===== config.mk =====
export PLATFORM = sky130hd
export DESIGN_NAME = pipe_hazard_ctrl_flat
export DESIGN_NICKNAME = d
export VERILOG_FILES = /design/src/rtl/pipe_hazard_ctrl_pkg.sv /design/src/rtl/pipe_hazard_ctrl_if.sv /design/src/rtl/pipe_hazard_ctrl_raw_hazard_detect.sv /design/src/rtl/pipe_hazard_ctrl.sv /design/src/flat_wrapper.sv
export SDC_FILE = /design/constraint.sdc
export NUM_CORES = 1
export LEC_CHECK = 0
export ABC_CLOCK_PERIOD_IN_PS = 2700
export CAP_MARGIN = 5
export CORE_MARGIN = 3
export CORE_UTILIZATION = 49
export CTS_BUF_LIST = sky130_fd_sc_hd__clkbuf_8
export DETAILED_ROUTE_END_ITERATION = 16
export GPL_TIMING_DRIVEN = 0
export PLACE_DENSITY = 0.82
export SYNTH_ARGS = -nofsm -noshare
export SYNTH_HDL_FRONTEND = slang
export SYNTH_SLANG_ARGS = --single-unit

===== constraint.sdc =====
create_clock -name clk -period 2.7 [get_ports clk]
set_input_delay 0.54 -clock clk [delete_from_list [all_inputs] [get_ports clk]]
set_output_delay 0.54 -clock clk [all_outputs]
set_load 0.03 [all_outputs]

===== src/rtl/pipe_hazard_ctrl_pkg.sv =====
// Shared types for the pipeline hazard controller.
// Contents: FSM state encoding, default register-index width.
// Latency/backpressure: n/a (types only).
package pipe_ctrl_pkg;

  typedef enum logic [1:0] {
    RUN      = 2'd0,
    MEM_WAIT = 2'd1,
    ERROR    = 2'd2
  } state_t;

  localparam int REG_W_DEF = 4;

endpackage


===== src/rtl/pipe_hazard_ctrl_if.sv =====
// Bundle between the pipeline and its hazard controller.
// slave: controller view (hazard/branch/SRAM status in, freeze/flush/stats out).
// master: pipeline view (the reverse); no handshake, every signal is sampled each cycle.
interface pipe_hazard_ctrl_if
  import pipe_ctrl_pkg::*;
#(
  parameter int REG_W = REG_W_DEF,
  parameter int CNT_W = 16
);
  logic [REG_W-1:0] idSrc1;
  logic [REG_W-1:0] idSrc2;
  logic             idTwoSrc;
  logic             idUsesSrc1;
  logic             exeWbEn;
  logic [REG_W-1:0] exeDest;
  logic             exeMemRead;
  logic             memWbEn;
  logic [REG_W-1:0] memDest;
  logic             fwdEn;
  logic             branchTaken;
  logic             memReq;
  logic             memReady;
  logic             pcFreeze;
  logic             ifidFreeze;
  logic             ifidFlush;
  logic             idexFlush;
  logic             pipeFreeze;
  logic             memTimeout;
  state_t           state;
  logic [CNT_W-1:0] stallCnt;
  logic [CNT_W-1:0] flushCnt;

  modport slave (
    input  idSrc1, idSrc2, idTwoSrc, idUsesSrc1, exeWbEn, exeDest, exeMemRead,
           memWbEn, memDest, fwdEn, branchTaken, memReq, memReady,
    output pcFreeze, ifidFreeze, ifidFlush, idexFlush, pipeFreeze, memTimeout,
           state, stallCnt, flushCnt
  );

  modport master (
    output idSrc1, idSrc2, idTwoSrc, idUsesSrc1, exeWbEn, exeDest, exeMemRead,
           memWbEn, memDest, fwdEn, branchTaken, memReq, memReady,
    input  pcFreeze, ifidFreeze, ifidFlush, idexFlush, pipeFreeze, memTimeout,
           state, stallCnt, flushCnt
  );
endinterface


===== src/rtl/pipe_hazard_ctrl_raw_hazard_detect.sv =====
// RAW hazard detect: ID sources vs EXE/MEM destinations.
// Latency: purely combinational. Backpressure: none.
// Ports: ID sources + use flags, EXE/MEM writeback info, fwd_en in; hazard out.
module raw_hazard_detect
  import pipe_ctrl_pkg::*;
#(
  parameter int REG_W = REG_W_DEF
) (
  input  logic [REG_W-1:0] src1,
  input  logic [REG_W-1:0] src2,
  input  logic             uses_src1,
  input  logic             two_src,
  input  logic             exe_wb_en,
  input  logic [REG_W-1:0] exe_dest,
  input  logic             exe_mem_read,
  input  logic             mem_wb_en,
  input  logic [REG_W-1:0] mem_dest,
  input  logic             fwd_en,
  output logic             hazard
);
  logic match_e1, match_e2, match_m1, match_m2;
  logic hit_e, hit_m;

  assign match_e1 = uses_src1 && (src1 == exe_dest);
  assign match_e2 = two_src   && (src2 == exe_dest);
  assign match_m1 = uses_src1 && (src1 == mem_dest);
  assign match_m2 = two_src   && (src2 == mem_dest);

  // With forwarding only a load in EXE cannot be bypassed in time; MEM results always can.
  assign hit_e  = exe_wb_en && (match_e1 || match_e2) && (!fwd_en || exe_mem_read);
  assign hit_m  = !fwd_en && mem_wb_en && (match_m1 || match_m2);
  assign hazard = hit_e || hit_m;
endmodule


===== src/rtl/pipe_hazard_ctrl.sv =====
// Single freeze/flush source for the 5-stage pipeline: RAW stalls, branch flush, SRAM wait FSM.
// Latency: freeze/flush outputs same-cycle from state+inputs; state, memTimeout, counters registered.
// Backpressure: a pending SRAM access freezes the whole pipe until memReady or timeout (ERROR until rst).
// Ports: clk, rst (sync active-high), bus (slave modport carrying all pipeline-facing signals).
module pipe_hazard_ctrl
  import pipe_ctrl_pkg::*;
#(
  parameter int REG_W       = REG_W_DEF,
  parameter int TMO_W       = 8,
  parameter int MEM_TIMEOUT = 200,
  parameter int CNT_W       = 16
) (
  input  logic                clk,
  input  logic                rst,
  pipe_hazard_ctrl_if.slave   bus
);
  state_t           state_q, state_d;
  logic [TMO_W-1:0] wait_cnt_q, wait_cnt_d;
  logic             tmo_q, tmo_set;
  logic [CNT_W-1:0] stall_cnt_q, flush_cnt_q;
  logic             hazard;
  logic             mem_stall;
  logic             frozen;

  raw_hazard_detect #(.REG_W(REG_W)) u_raw (
    .src1         (bus.idSrc1),
    .src2         (bus.idSrc2),
    .uses_src1    (bus.idUsesSrc1),
    .two_src      (bus.idTwoSrc),
    .exe_wb_en    (bus.exeWbEn),
    .exe_dest     (bus.exeDest),
    .exe_mem_read (bus.exeMemRead),
    .mem_wb_en    (bus.memWbEn),
    .mem_dest     (bus.memDest),
    .fwd_en       (bus.fwdEn),
    .hazard       (hazard)
  );

  // A request that completes in the same cycle costs nothing.
  assign mem_stall = bus.memReq && !bus.memReady;

  // Everything except "RUN without a stall" and "MEM_WAIT on its ready cycle" holds the whole pipe.
  assign frozen = !((state_q == RUN && !mem_stall) || (state_q == MEM_WAIT && bus.memReady));

  // State register
  always_ff @(posedge clk) begin
    if (rst) begin
      state_q    <= RUN;
      wait_cnt_q <= '0;
      tmo_q      <= 1'b0;
    end else begin
      state_q    <= state_d;
      wait_cnt_q <= wait_cnt_d;
      if (tmo_set) tmo_q <= 1'b1;
    end
  end

  // Next-state logic
  always_comb begin
    state_d    = state_q;
    wait_cnt_d = wait_cnt_q;
    tmo_set    = 1'b0;
    case (state_q)
      RUN: begin
        if (mem_stall) begin
          state_d    = MEM_WAIT;
          wait_cnt_d = TMO_W'(1);
        end
      end
      MEM_WAIT: begin
        if (bus.memReady) begin
          state_d = RUN;
        end else if (wait_cnt_q == TMO_W'(MEM_TIMEOUT)) begin
          state_d = ERROR;
          tmo_set = 1'b1;
        end else begin
          wait_cnt_d = wait_cnt_q + TMO_W'(1);
        end
      end
      default: state_d = ERROR;
    endcase
  end

  // Output logic. Branch outranks the RAW stall: the ID instruction is being squashed anyway.
  // In MEM_WAIT a branch is ignored while frozen; EXE re-presents it after release.
  always_comb begin
    bus.pcFreeze   = 1'b0;
    bus.ifidFreeze = 1'b0;
    bus.ifidFlush  = 1'b0;
    bus.idexFlush  = 1'b0;
    bus.pipeFreeze = 1'b0;
    if (rst) begin
      bus.ifidFlush = 1'b1;
      bus.idexFlush = 1'b1;
    end else if (frozen) begin
      bus.pcFreeze   = 1'b1;
      bus.ifidFreeze = 1'b1;
      bus.pipeFreeze = 1'b1;
    end else if (bus.branchTaken) begin
      bus.ifidFlush = 1'b1;
      bus.idexFlush = 1'b1;
    end else if (hazard) begin
      bus.pcFreeze   = 1'b1;
      bus.ifidFreeze = 1'b1;
      bus.idexFlush  = 1'b1;
    end
  end

  // Saturating statistics; flushes during reset are not branch flushes.
  always_ff @(posedge clk) begin
    if (rst) begin
      stall_cnt_q <= '0;
      flush_cnt_q <= '0;
    end else begin
      if (bus.pcFreeze && stall_cnt_q != '1) stall_cnt_q <= stall_cnt_q + CNT_W'(1);
      if (bus.ifidFlush && flush_cnt_q != '1) flush_cnt_q <= flush_cnt_q + CNT_W'(1);
    end
  end

  assign bus.state      = state_q;
  assign bus.memTimeout = tmo_q;
  assign bus.stallCnt   = stall_cnt_q;
  assign bus.flushCnt   = flush_cnt_q;
endmodule


===== src/flat_wrapper.sv =====
// flat-port wrapper written by rule: the top's interface ports become plain ports
module pipe_hazard_ctrl_flat import pipe_ctrl_pkg::*;
#(
  parameter int REG_W       = REG_W_DEF,
  parameter int TMO_W       = 8,
  parameter int MEM_TIMEOUT = 200,
  parameter int CNT_W       = 16
)
  (clk, rst, bus_idSrc1, bus_idSrc2, bus_idTwoSrc, bus_idUsesSrc1, bus_exeWbEn, bus_exeDest, bus_exeMemRead, bus_memWbEn, bus_memDest, bus_fwdEn, bus_branchTaken, bus_memReq, bus_memReady, bus_pcFreeze, bus_ifidFreeze, bus_ifidFlush, bus_idexFlush, bus_pipeFreeze, bus_memTimeout, bus_state, bus_stallCnt, bus_flushCnt);
  pipe_hazard_ctrl_if #(.REG_W(REG_W), .CNT_W(CNT_W)) bus_i ();
  input  logic clk;
  input  logic rst;
  input wire logic [$bits(bus_i.idSrc1)-1:0] bus_idSrc1;
  input wire logic [$bits(bus_i.idSrc2)-1:0] bus_idSrc2;
  input wire logic [$bits(bus_i.idTwoSrc)-1:0] bus_idTwoSrc;
  input wire logic [$bits(bus_i.idUsesSrc1)-1:0] bus_idUsesSrc1;
  input wire logic [$bits(bus_i.exeWbEn)-1:0] bus_exeWbEn;
  input wire logic [$bits(bus_i.exeDest)-1:0] bus_exeDest;
  input wire logic [$bits(bus_i.exeMemRead)-1:0] bus_exeMemRead;
  input wire logic [$bits(bus_i.memWbEn)-1:0] bus_memWbEn;
  input wire logic [$bits(bus_i.memDest)-1:0] bus_memDest;
  input wire logic [$bits(bus_i.fwdEn)-1:0] bus_fwdEn;
  input wire logic [$bits(bus_i.branchTaken)-1:0] bus_branchTaken;
  input wire logic [$bits(bus_i.memReq)-1:0] bus_memReq;
  input wire logic [$bits(bus_i.memReady)-1:0] bus_memReady;
  output wire logic [$bits(bus_i.pcFreeze)-1:0] bus_pcFreeze;
  output wire logic [$bits(bus_i.ifidFreeze)-1:0] bus_ifidFreeze;
  output wire logic [$bits(bus_i.ifidFlush)-1:0] bus_ifidFlush;
  output wire logic [$bits(bus_i.idexFlush)-1:0] bus_idexFlush;
  output wire logic [$bits(bus_i.pipeFreeze)-1:0] bus_pipeFreeze;
  output wire logic [$bits(bus_i.memTimeout)-1:0] bus_memTimeout;
  output wire logic [$bits(bus_i.state)-1:0] bus_state;
  output wire logic [$bits(bus_i.stallCnt)-1:0] bus_stallCnt;
  output wire logic [$bits(bus_i.flushCnt)-1:0] bus_flushCnt;
  assign bus_i.idSrc1 = bus_idSrc1;
  assign bus_i.idSrc2 = bus_idSrc2;
  assign bus_i.idTwoSrc = bus_idTwoSrc;
  assign bus_i.idUsesSrc1 = bus_idUsesSrc1;
  assign bus_i.exeWbEn = bus_exeWbEn;
  assign bus_i.exeDest = bus_exeDest;
  assign bus_i.exeMemRead = bus_exeMemRead;
  assign bus_i.memWbEn = bus_memWbEn;
  assign bus_i.memDest = bus_memDest;
  assign bus_i.fwdEn = bus_fwdEn;
  assign bus_i.branchTaken = bus_branchTaken;
  assign bus_i.memReq = bus_memReq;
  assign bus_i.memReady = bus_memReady;
  assign bus_pcFreeze = bus_i.pcFreeze;
  assign bus_ifidFreeze = bus_i.ifidFreeze;
  assign bus_ifidFlush = bus_i.ifidFlush;
  assign bus_idexFlush = bus_i.idexFlush;
  assign bus_pipeFreeze = bus_i.pipeFreeze;
  assign bus_memTimeout = bus_i.memTimeout;
  assign bus_state = bus_i.state;
  assign bus_stallCnt = bus_i.stallCnt;
  assign bus_flushCnt = bus_i.flushCnt;
  pipe_hazard_ctrl #(.REG_W(REG_W), .TMO_W(TMO_W), .MEM_TIMEOUT(MEM_TIMEOUT), .CNT_W(CNT_W)) u_core (.clk(clk), .rst(rst), .bus(bus_i));
endmodule

Word level (Yosys, flattened, before mapping)

Cells that the tools add are included.

$add $sub $neg: 3
Multipliers: 0
Divide/modulo/power cells: 0
Order comparisons: 0
Eq/ne operators: 12
Shift-type cells: 0
Multiplexer cells: 23
Bitwise operators: 0
Reductions and logical operators: 25

Operators with widths:

| kind                  | number |
|---|---|
| $add 16x1->16 const B | 2 |
| $ne 16x16->1 const B  | 2 |
| $mux 8                | 3 |
| $eq 4x4->1            | 4 |
| $pmux 8 s2            | 1 |
| $mux 1                | 15 |
| $logic_and 1x1->1     | 13 |
| $add 8x1->8 const B   | 1 |
| $eq 8x8->1 const B    | 1 |
| $mux 2                | 3 |
| $logic_or 1x1->1      | 5 |
| $ne 2x2->1 const B    | 2 |
| $pmux 2 s2            | 1 |
| $reduce_and 4->1      | 1 |
| $logic_not 1->1       | 3 |
| $ne 3x3->1 const B    | 1 |
| $eq 2x1->1 const B    | 1 |
| $logic_not 2->1       | 1 |
| $ne 2x1->1 const B    | 1 |
| $reduce_and 2->1      | 1 |
| $reduce_bool 2->1     | 1 |

Register bits after elaboration: 43
Latch bits: 0
Bits in writable memories: 0
Bits in read-only memories: 0
Input bits: 27
Output and inout bits: 40
Word-level logic and storage cells: 68
Memories: 0

Depth between registers and ports, before layout

Gate-level depths: netlist of the first run.

Word-level depth: 11
Gate-level depth with buffers: 9
Gate-level depth less buffers: 9

By module

Synthesis of the first run repeated with hierarchy kept, for this count alone.

Cell total of the unflattened synthesis: 299
Area total of the unflattened synthesis: 2722.6 um2

By module, submodules not included:

| module            | instances | cells each | area each (um2) | sequential area each (um2) |
|---|---|---|---|---|
| pipe_hazard_ctrl  | 1         | 271        | 2509.9          | 860.8 |
| raw_hazard_detect | 1         | 28         | 212.7           | 0.0 |

Worst setup path before layout of the first run

No wires, ideal clock.

Path type: input-to-output
Start: input port bus_memReady
End: output port bus_pcFreeze
Data arrival time: 2270 ps
Slack: -110 ps
Cell stages on the path: 5
Buffers on the path: 1
Cell sequence: o21bai_1 > a31oi_1 > inv_1 > nor2_1 > buf_4

Word-level cells in the longest chain between the ends: 7
Elaborated cells between the ends (all ways): 8
Those cells by class: mux (2); reduce/logical (6)

Ends and longest elaborated chain:

| element               | RTL line               | source |
|---|---|---|
| start, declared       | flat_wrapper.sv:25     | `input wire logic [$bits(bus_i.memReady)-1:0] bus_memReady;` |
| $logic_not 1->1       | pipe_hazard_ctrl.sv:40 | `assign mem_stall = bus.memReq && !bus.memReady;` |
| $logic_and 1x1->1     | pipe_hazard_ctrl.sv:40 |  |
| $logic_not 1->1       | pipe_hazard_ctrl.sv:43 | `assign frozen = !((state_q == RUN && !mem_stall) \|\| (state_q == MEM_WAIT && bus.memReady));` |
| $logic_and 1x1->1     | pipe_hazard_ctrl.sv:43 |  |
| $logic_or 1x1->1 *    | pipe_hazard_ctrl.sv:43 |  |
| $mux 1 * (2 in a row) | --                     |  |
| end, declared         | flat_wrapper.sv:26     | `output wire logic [$bits(bus_i.pcFreeze)-1:0] bus_pcFreeze;` |

Mark *: on every way between the ends. The rest lies on a longest branch, timed or not.

Worst setup path in the final report of the first run

Start: input port bus_exeMemRead
End: output port bus_pcFreeze

Word-level cells in the longest chain between the ends: 7

Ends and longest elaborated chain:

| element           | RTL line                                 | source |
|---|---|---|
| start, declared   | flat_wrapper.sv:19                       | `input wire logic [$bits(bus_i.exeMemRead)-1:0] bus_exeMemRead;` |
| $logic_or 1x1->1  | pipe_hazard_ctrl_raw_hazard_detect.sv:30 | `assign hit_e = exe_wb_en && (match_e1 \|\| match_e2) && (!fwd_en \|\| exe_mem_read);` |
| $logic_and 1x1->1 | pipe_hazard_ctrl_raw_hazard_detect.sv:30 |  |
| $logic_or 1x1->1  | pipe_hazard_ctrl_raw_hazard_detect.sv:32 | `assign hazard = hit_e \|\| hit_m;` |
| $mux 1            | pipe_hazard_ctrl.sv:102                  | `end else if (hazard) begin` |
| $mux 1            | pipe_hazard_ctrl.sv:99                   | `end else if (bus.branchTaken) begin` |
| $mux 1            | pipe_hazard_ctrl.sv:95                   | `end else if (frozen) begin` |
| $mux 1            | pipe_hazard_ctrl.sv:92                   | `if (rst) begin` |

Every way passes these cells.

==> results of run 1 <==
[worst max-delay path by stage]
stage | from | endpoint | slack [ps]
6_report | bus_exeMemRead | bus_pcFreeze | 20
5_1_grt | bus_exeMemRead | bus_pcFreeze | -110
4_1_cts | bus_memDest[0] | bus_pcFreeze | -120
3_5_place_dp | bus_idSrc1[2] | bus_pcFreeze | -1030
3_3_place_gp | bus_exeDest[1] | bus_pcFreeze | -940
2_1_floorplan | bus_memReady | bus_pcFreeze | 50
[power groups by stage]
stage / logic (mW) / registers (mW) / clock network, mW
global placement: 0.197 / 0.666 / 0
floorplan: 0.0943 / 0.679 / 0
CTS: 0.205 / 0.652 / 0.535
global route: 0.242 / 0.654 / 0.563
finish: 0.226 / 0.652 / 0.527
detailed placement: 0.200 / 0.666 / 0
[logic make-up after synthesis]
group | after synthesis
XOR/XNOR | 32
buffers and inverters | 19
multiplexers | 2
AO/OA/AOI/OAI | 50
adder cells (fa/ha/maj) | 4
flip-flops | 43
AND/OR/NAND/NOR | 123
[stage by stage]
step	instance area [um2]	power, mW
after floorplan	2310	0.773
after global placement	3040	0.863
after detailed placement	3040	0.867
after CTS	3190	1.39
after global routing	3320	1.46
final	3320	1.41
[tightest hold or removal path, cell delays in order (launching register included)]
cell and delay, ps:
dfxtp_1 340, a21oi_1 40, nor2_1 70
[sequential cells by signal, summed over array words and instances (netlist names)]
signal                 flops
u_core.wait_cnt_q          8
u_core.bus.state           2
u_core.bus.stallCnt       16
u_core.bus.flushCnt       16
u_core.bus.memTimeout      1
[layout make-up]
cell class                      instances  area (um2)
Clock buffer                            6        82.6
Tap cell                               52        65.1
Inverter                                9        33.8
Timing Repair Buffer                   75         736
Multi-Input combinational cell        212        1460
Fill cell                             346        1130
Clock inverter                          2        35.0
Buffer                                  8        48.8
Sequential cell                        43         861
[per-layer routing]
layer | up-vias | wire length (um) | GRT usage (%) | part of all wire (%)
li1 | 1165 | - | - | -
met1 | 1142 | 2550 | 26.3 | 41
met2 | 74 | 3230 | 37.4 | 52
met3 | 5 | 353 | 5.21 | 5.7
met4 | 0 | 32 | 5.34 | 0.52
met5 | - | 0 | 0 | 0
[timing repair]
action	in CTS	in global routing
pin swaps	1	10
buffers inserted	0	9
gates cloned	0	1
resized for setup	30	22
setup endpoints to repair	5	5
[cell usage in the layout (no fill, tap or decap), drive strengths merged, types with 6 or more instances in the layout]
cell type and instances:
a21oi 14, and3 8, buf 16, clkbuf 10, clkdlybuf4s50 50, dfxtp 43, dlygate4sd2 6, dlymetal6s2s 7
inv 9, nand2 21, nand3 15, nand4 15, nor2 28, nor4 6, o21ai 7, o31ai 6
xnor2 9, xor2 23
==> flow_metrics.py, run 1 <==
metrics = {
    "die": {
        "dieArea_um2": 5570,
        "die_y_um": 74.7,
        "start_util_pct": 52.0,
        "core.rowCount": 24,
        "core_um2": 4440,
        "die_w_um": 74.7,
        "io_pins": 67,
    },
    "placement": {
        "post-place-ws_ps": -1030,
        "dp_cells": 391,
        "gp_congestion": 0.803,
        "io_buffers": 66,
        "hpwl_um": 4280,
    },
    "hold_path": {
        "min_from": "u_core.bus.memTimeout",
        "whs_path_depth": 2,
        "min_to": "u_core.bus.memTimeout",
        "hp-class": "reg2reg",
    },
    "sta": {
        "tightest_slew_ps": 614,
        "hold_viol": 0,
        "maxSlewViolCount": 0,
        "fin_tns_setup_ps": 0,
        "fin_ws_ps": 18.3,
        "rsz0062_at_grt": "true",
        "final-setup-viol-count": 0,
        "whs_ps": 483,
        "post-route-period-util_pct": 99.3,
        "fmax_ghz": 0.373,
        "slew_headroom_pct": 58.7,
        "fin_crit_ps": 2680,
        "skew_ps": 10.2,
    },
    "cts": {
        "clock_path_buffers": 2,
        "clk_pin_slew_worst_paths_ps": 80,
        "htreeDepth": 2,
        "cts_root_buf": "clkbuf_8",
        "numCtsBuffers": 5,
        "clock-sinks": 43,
        "cts_tree": "built",
        "clk_latency_ps": 300,
        "cts-hold-fix-buffers": 0,
    },
    "synthesis": {
        "netlist_top_cells_count": "dfxtp_1 (43), nor2_1 (28), xor2_1 (23)",
        "synth_top_cell_area_share_pct": 37.3,
        "ys.flop_type": "dfxtp_1",
        "synth_edf_count": 0,
        "ys_seq_area_share_pct": 37.3,
        "yosysTopAreaCell": "dfxtp_1",
        "synth_mux_area_share_pct": 0.921,
        "synth_compound_area_share_pct": 14.7,
        "synthSimpleGateAreaFrac_pct": 29.0,
        "ys_ff_latch": 43,
        "async_flop_share_pct": 0,
        "synth_cells": 273,
        "synth.most_common_cell": "dfxtp_1",
        "ys_warn_count": 0,
        "avgSynthCellArea_um2": 8.46,
        "synth_top_family_by_area": "simple AND/OR/NAND/NOR gates",
        "post_synth_fa_ha_maj_area_fraction_pct": 2.17,
        "synth_area_um2": 2310,
        "synth.distinct_cells": 43,
        "synth_xor_area_share_pct": 12.1,
        "synth_area_leaders": "dfxtp_1 (37%), xor2_1 (8.7%), nor2_1 (4.6%), nand4_1 (3.5%), xnor2_1 (3.4%)",
        "syn_nets": 304,
    },
    "worst_setup_path": {
        "worstReg2RegStart": "u_core.bus.stallCnt[0]",
        "crit_cells": 9,
        "critical_path_class": "in2out",
        "crit_family": "simple AND/OR/NAND/NOR gates",
        "crit_slowest_cell": "clkdlybuf4s50_1",
        "worstPathRequired_ps": 2160,
        "worst_path_largest_cell_delay_ps": 450,
        "cp_cell_sequence": "clkdlybuf4s50_1, nand2b_1, nand3_1, nor3_1, a31oi_2, and3_4, nor2_4, buf_6, buf_6",
        "path_buf_inv": 3,
        "r2r_end": "u_core.bus.stallCnt[1]",
        "crit_path_end_kind": "output port",
        "cp_max_fo": 4,
        "start_kind": "primary input",
        "crit_top_cell": "buf_6",
        "r2r_cells": 8,
        "reg2reg_setup_slack_ps": 510,
        "worstPathArrival_ps": 2140,
    },
    "route": {
        "drt-total-wl_um": 6160,
        "first_pass_iters": 4,
        "viasPerCell": 5.86,
        "drt_iter0_markers": 93,
        "drc": 0,
        "antenna_left": 0,
        "wl_per_cell_um": 15.1,
        "vias": 2386,
    },
    "outcome": {
        "status": "complete, no violations",
    },
    "power": {
        "vdd_drop_max_v": 0.000284,
        "pwr-share-comb_pct": 16.1,
        "seqPwrFrac_pct": 46.4,
        "pwr-share-clk_pct": 37.5,
        "p_int_mw": 1.04,
        "swShare_pct": 25.8,
        "cellPowerDensity_nw_per_um2": 424,
        "power_leakage_nw": 1.25,
        "switching_power_mw": 0.362,
    },
    "grt": {
        "grt_max_degree": 20,
        "gr-total-overflow": 0,
        "track_usage_pct": 21.3,
        "grt_pass1_wl_um": 9350,
        "grt_pass1_vias": 2130,
        "antenna_found_initial": 0,
    },
    "flow_run": {
        "cap_violations": 0,
    },
    "cells_and_area": {
        "area_delta_synth_final_pct": 43.7,
        "final_util_pct": 74.7,
        "num_antenna_cells": 0,
        "fin_nets": 385,
        "post_layout_nonfiller_instances": 407,
        "drive_gt1_share_pct": 13.0,
    },
}
Note: power is estimated with default switching activity, not from simulation.
==> inputs of run 2 (changes only) <==
Settings changed: ABC_CLOCK_PERIOD_IN_PS 2700 to 2400, CORE_UTILIZATION 49 to 44, PLACE_DENSITY 0.82 to 0.78.
Clock period 2.7 ns to 2.4 ns, I/O delays scaled along.
==> run 2 against run 1 <==
Highest routed layer unchanged. Combinational power rose by 11%. Total power rose by 16%. Worst setup slack improved by 37 ps. Wire length fell by 0.84%. Clock power rose by 24%. First-iteration DRC count rose by 46%. Critical path type unchanged. Sequential cell count did not move. Global-route usage fell by 1.4 points. Cell count rose by 2.0%. Core utilization fell by 7.3 points.
==> flow_metrics.py, run 2 (synthesized netlist as in run 1, its figures left out) <==
metrics = {
    "outcome": {
        "status": "complete, no violations",
    },
    "die": {
        "start_util_pct": 47.0,
        "die_w_um": 78.5,
        "core_um2": 4910,
        "io_pins": 67,
        "dieArea_um2": 6150,
        "die_y_um": 78.5,
        "core.rowCount": 25,
    },
    "grt": {
        "track_usage_pct": 19.9,
        "grt_max_degree": 20,
        "grt_pass1_wl_um": 10100,
        "grt_pass1_vias": 2234,
        "gr-total-overflow": 0,
        "antenna_found_initial": 0,
    },
    "cells_and_area": {
        "final_util_pct": 67.4,
        "drive_gt1_share_pct": 17.0,
        "num_antenna_cells": 0,
        "fin_nets": 378,
        "fillCellCount": 420,
        "final_cell_mix": "dfxtp_1 (43), clkdlybuf4s50_1 (38), nor2_1 (27)",
        "area_delta_synth_final_pct": 43.3,
        "layout_commonest_cell": "dfxtp_1",
        "register_area_um2": 861,
        "multi_input_area_um2": 1510,
    },
    "sta": {
        "hold_viol": 0,
        "maxSlewViolCount": 0,
        "fin_ws_ps": 55.0,
        "whs_ps": 474,
        "post-route-period-util_pct": 97.7,
        "tightest_slew_ps": 538,
        "skew_ps": 4.06,
        "slew_headroom_pct": 63.8,
        "fmax_ghz": 0.426,
        "fin_crit_ps": 2350,
        "final-setup-viol-count": 0,
    },
    "worst_setup_path": {
        "worst_path_largest_cell_delay_ps": 530,
        "crit_top_cell": "buf_6",
        "cp_max_fo": 4,
        "critical_path_class": "in2out",
        "worstPathArrival_ps": 1870,
        "crit_path_end_kind": "output port",
        "start_kind": "primary input",
        "crit_slowest_cell": "clkdlybuf4s50_1",
        "worstPathRequired_ps": 1920,
        "cp_cell_sequence": "clkdlybuf4s50_1, o21bai_4, a31oi_4, inv_2, nor2_4, buf_6, buf_6",
    },
    "placement": {
        "post-place-ws_ps": -1260,
        "hpwl_um": 4360,
        "gp_congestion": 0.788,
        "io_buffers": 66,
    },
    "cts": {
        "cts_tree": "built",
        "clock-sinks": 43,
        "clk_latency_ps": 290,
        "cts_root_buf": "clkbuf_8",
        "clock_path_buffers": 2,
        "cts-hold-fix-buffers": 0,
        "clk_pin_slew_worst_paths_ps": 80,
        "htreeDepth": 2,
        "numCtsBuffers": 5,
    },
    "power": {
        "power_mw": 1.64,
        "vdd_drop_max_v": 0.000316,
        "power_leakage_nw": 1.21,
        "cellPowerDensity_nw_per_um2": 495,
    },
    "route": {
        "wl_per_cell_um": 14.7,
        "viasPerCell": 5.56,
        "drt-total-wl_um": 6100,
        "vias": 2307,
        "drt_iter0_markers": 136,
        "first_pass_iters": 4,
        "antenna_left": 0,
        "drc": 0,
    },
    "flow_run": {
        "cap_violations": 0,
    },
    "hold_path": {
        "hp-class": "reg2reg",
    },
}
run 2: cell count changes in the layout (fill, tap and decap cells not counted), sizes merged:
cell,delta
clkdlybuf4s15,+7
inv,+1
clkbuf,+1
clkinv,-1
bufinv,+1
dlygate4sd2,+4
and3,-1
dlymetal6s2s,-7
clkdlybuf4s50,-12
run 2: layout make-up:
type	instances	area share, %
clock inverter	3	1.93
inverter	9	1.02
tap	67	2.53
buffer	7	1.32
timing repair buffer	70	19.4
clock buffer	5	2.08
sequential	43	26.0
multi-input combinational	211	45.7
run 2: power breakdown:
group | internal [mW] | leakage (nW) | switching (mW)
Sequential | 0.722 | 0.347 | 0.0118
Combinational | 0.105 | 0.795 | 0.144
Clock | 0.412 | 0.0695 | 0.241
Total | 1.24 | 1.21 | 0.398
run 2: critical path, delay by kind of cell:
kind / cells / cell delay [ps]
AOI/OAI and AO/OA: 2 / 360
buffers and inverters: 4 / 860
and+or+nand+nor: 1 / 160
run 2: metrics by stage:
stage / instance area, um2 / cells / TNS (ps)
6_report: 3310 / 415 / 0
5_1_grt: 3310 / 415 / -13.8
4_1_cts: 3300 / 416 / -51.7
3_5_place_dp: 3070 / 406 / -9210
3_3_place_gp: 3070 / 406 / -7100
2_1_floorplan: 2320 / 273 / 0
run 2: timing repair:
action	4_1_cts	5_1_grt
endpoints found under the setup margin	12	4
pin swaps	17	12
gates resized for setup	87	17
buffers inserted	4	0
run 2: worst paths after layout:
check | start | endpoint | slack [ps] | cells after the start
setup / recovery | bus_memReq | bus_pcFreeze | 50 | 7
hold reg to reg | u_core.bus.memTimeout | u_core.bus.memTimeout | 470 | 2
hold / removal | u_core.bus.memTimeout | u_core.bus.memTimeout | 470 | 2
setup reg to reg | u_core.bus.stallCnt[0] | u_core.bus.stallCnt[1] | 170 | 8
run 2: routing by layer:
layer  share of wire [%]  wire (um)  global-route usage (%)
met1                  44       2670                    24.9
met3                 5.4        330                    5.28
met5                   0          0                       0
met4                 1.1         68                    5.77
met2                  50       3030                    33.6
==> inputs of run 3 (changes only) <==
Settings changed: CORE_UTILIZATION 44 to 38, PLACE_DENSITY 0.78 to 0.69.
==> run 3 against run 2 <==
Register-to-register slack better by 150 ps. Clock power down 27%. Global-route usage down 2.8 points. Sequential power about the same. Sequential share of layout area up 0.19 points. Die area up 15%. Cell count up 1.7%. First-iteration DRC count down 16%. Clock skew up 4.4 ps. Largest cell class unchanged. Highest routed layer unchanged.
==> flow_metrics.py, run 3 (synthesized netlist as in run 1, its figures left out) <==
metrics = {
    "outcome": {
        "status": "complete, no violations",
    },
    "power": {
        "pwr-share-clk_pct": 32.7,
        "pwr-share-comb_pct": 16.9,
        "cellPowerDensity_nw_per_um2": 443,
        "seqPwrFrac_pct": 50.4,
        "switching_power_mw": 0.419,
        "swShare_pct": 28.8,
        "p_int_mw": 1.04,
        "power_leakage_nw": 1.20,
        "vdd_drop_max_v": 0.000239,
        "power_mw": 1.46,
    },
    "worst_setup_path": {
        "worstPathRequired_ps": 1920,
        "crit_slowest_cell": "clkdlybuf4s15_1",
        "cp_cell_sequence": "dlygate4sd2_1, xnor2_1, nand3_1, nor3_1, a31oi_1, nand2_1, nand2_1, nand2_1, clkdlybuf4s15_1",
        "path_buf_inv": 2,
        "worstPathArrival_ps": 1800,
        "crit_family": "buffers and inverters",
        "crit_path_end_kind": "output port",
        "start_kind": "primary input",
        "crit_top_cell": "nand2_1",
        "cp_max_fo": 2,
        "worst_path_largest_cell_delay_ps": 370,
        "r2r_cells": 8,
        "critical_path_class": "in2out",
        "crit_cells": 9,
    },
    "route": {
        "wl_per_cell_um": 14.0,
        "viasPerCell": 5.34,
        "drc": 0,
        "first_pass_iters": 4,
        "drt-total-wl_um": 5920,
        "vias": 2253,
        "antenna_left": 0,
        "drt_iter0_markers": 114,
    },
    "sta": {
        "fmax_ghz": 0.438,
        "tightest_slew_ps": 553,
        "post-route-period-util_pct": 95.2,
        "final-setup-viol-count": 0,
        "skew_ps": 8.41,
        "hold_viol": 0,
        "fin_crit_ps": 2280,
        "slew_headroom_pct": 62.8,
        "rsz0062_at_grt": "false",
        "maxSlewViolCount": 0,
    },
    "grt": {
        "antenna_found_initial": 0,
        "grt_pass1_vias": 2204,
        "gr-total-overflow": 0,
        "grt_max_degree": 16,
        "grt_pass1_wl_um": 10100,
        "track_usage_pct": 17.1,
    },
    "cts": {
        "cts_root_buf": "clkbuf_8",
        "clock_path_buffers": 2,
        "clk_latency_ps": 310,
        "htreeDepth": 2,
        "numCtsBuffers": 5,
        "cts_tree": "built",
        "clock-sinks": 43,
        "clk_pin_slew_worst_paths_ps": 90,
    },
    "placement": {
        "dpl-instance-area_um2": 3070,
        "gp_congestion": 0.810,
        "hpwl_um": 4340,
        "io_buffers": 66,
        "dp_cells": 411,
    },
    "die": {
        "core.rowCount": 27,
        "dieArea_um2": 7050,
        "io_pins": 67,
        "die_y_um": 84.0,
        "die_w_um": 84.0,
        "core_um2": 5710,
        "start_util_pct": 40.5,
    },
    "hold_path": {
        "hp-class": "reg2reg",
        "whs_path_depth": 2,
    },
    "flow_run": {
        "cap_violations": 0,
    },
    "cells_and_area": {
        "drive_gt1_share_pct": 16.3,
        "fillCellCount": 534,
        "finalInstanceArea_um2": 3290,
        "register_area_um2": 861,
        "num_antenna_cells": 0,
        "final_cell_mix": "dfxtp_1 (43), clkdlybuf4s50_1 (36), nor2_1 (27)",
        "fin_nets": 380,
        "layout_commonest_cell": "dfxtp_1",
        "post_layout_nonfiller_instances": 422,
        "multi_input_area_um2": 1500,
        "area_delta_synth_final_pct": 42.3,
    },
}
## run 3: cell types whose count changed in the layout (fill, tap and decap cells not counted), moves of 2 or more
| cell | before | now |
|---|---|---|
| clkdlybuf4s50_1 | 38 | 36 |
| dlygate4sd2_1 | 10 | 14 |
| clkinv_4 | 0 | 2 |
| bufinv_16 | 2 | 0 |
## run 3: final timing paths
| path | from | to | slack [ps] |
|---|---|---|---|
| max | bus_exeDest[1] | bus_idexFlush | 120 |
| min | u_core.bus.memTimeout | u_core.bus.memTimeout | 470 |
| max reg2reg | u_core.bus.stallCnt[0] | u_core.bus.stallCnt[1] | 320 |
| min reg2reg | u_core.bus.memTimeout | u_core.bus.memTimeout | 470 |
## run 3: power by group through the flow
stage          registers (mW)  clock network [mW]  logic [mW]
2_1_floorplan           0.763                   0       0.108
3_3_place_gp            0.750                   0       0.227
3_5_place_dp            0.750                   0       0.230
4_1_cts                 0.734               0.493       0.249
5_1_grt                 0.736               0.520       0.268
6_report                0.734               0.475       0.246
## run 3: per-layer routing
metal,routed length [um],up-vias,share of wire (%),global-route usage [%]
met3,359,8,6.1,4.15
met4,79,0,1.3,5.56
li1,-,1139,-,-
met2,2820,64,48,28.5
met5,0,-,0,0
met1,2660,1042,45,21.7
## run 3: through the flow
stage / util, % / hold WS (ps) / TNS (ps) / worst slack [ps]
after floorplan: - / 467 / 0 / 15.6
after global placement: 53.8 / 458 / -7650 / -1160
after detailed placement: 53.8 / 457 / -8390 / -1170
after CTS: 57.5 / 479 / 0 / 1.80
after global routing: 57.5 / 521 / 0 / 0.999
final: 57.5 / 474 / 0 / 116
## run 3: cell type report
type	instances	area share [%]
clock buffer	5	2.09
multi-input combinational	211	45.7
clock inverter	3	0.762
inverter	9	1.03
buffer	8	1.75
sequential	43	26.2
timing repair buffer	71	19.8
tap	72	2.74
## run 3: what timing repair did
action                     in CTS  in global routing
pin swaps                      20                  9
resized for setup              85                 14
setup buffers                   5                  0
setup endpoints to repair       5                  7
hold buffers                    0                  0
## run 3: worst register-to-register path, cell delays in order, from the launching register on
cell and delay [ps]:
dfxtp_1 420, ha_1 230, and3_1 180, nor2b_2 290
nand4_2 190, nand2_2 170, buf_4 190, nor2_1 60
mux2_2 260
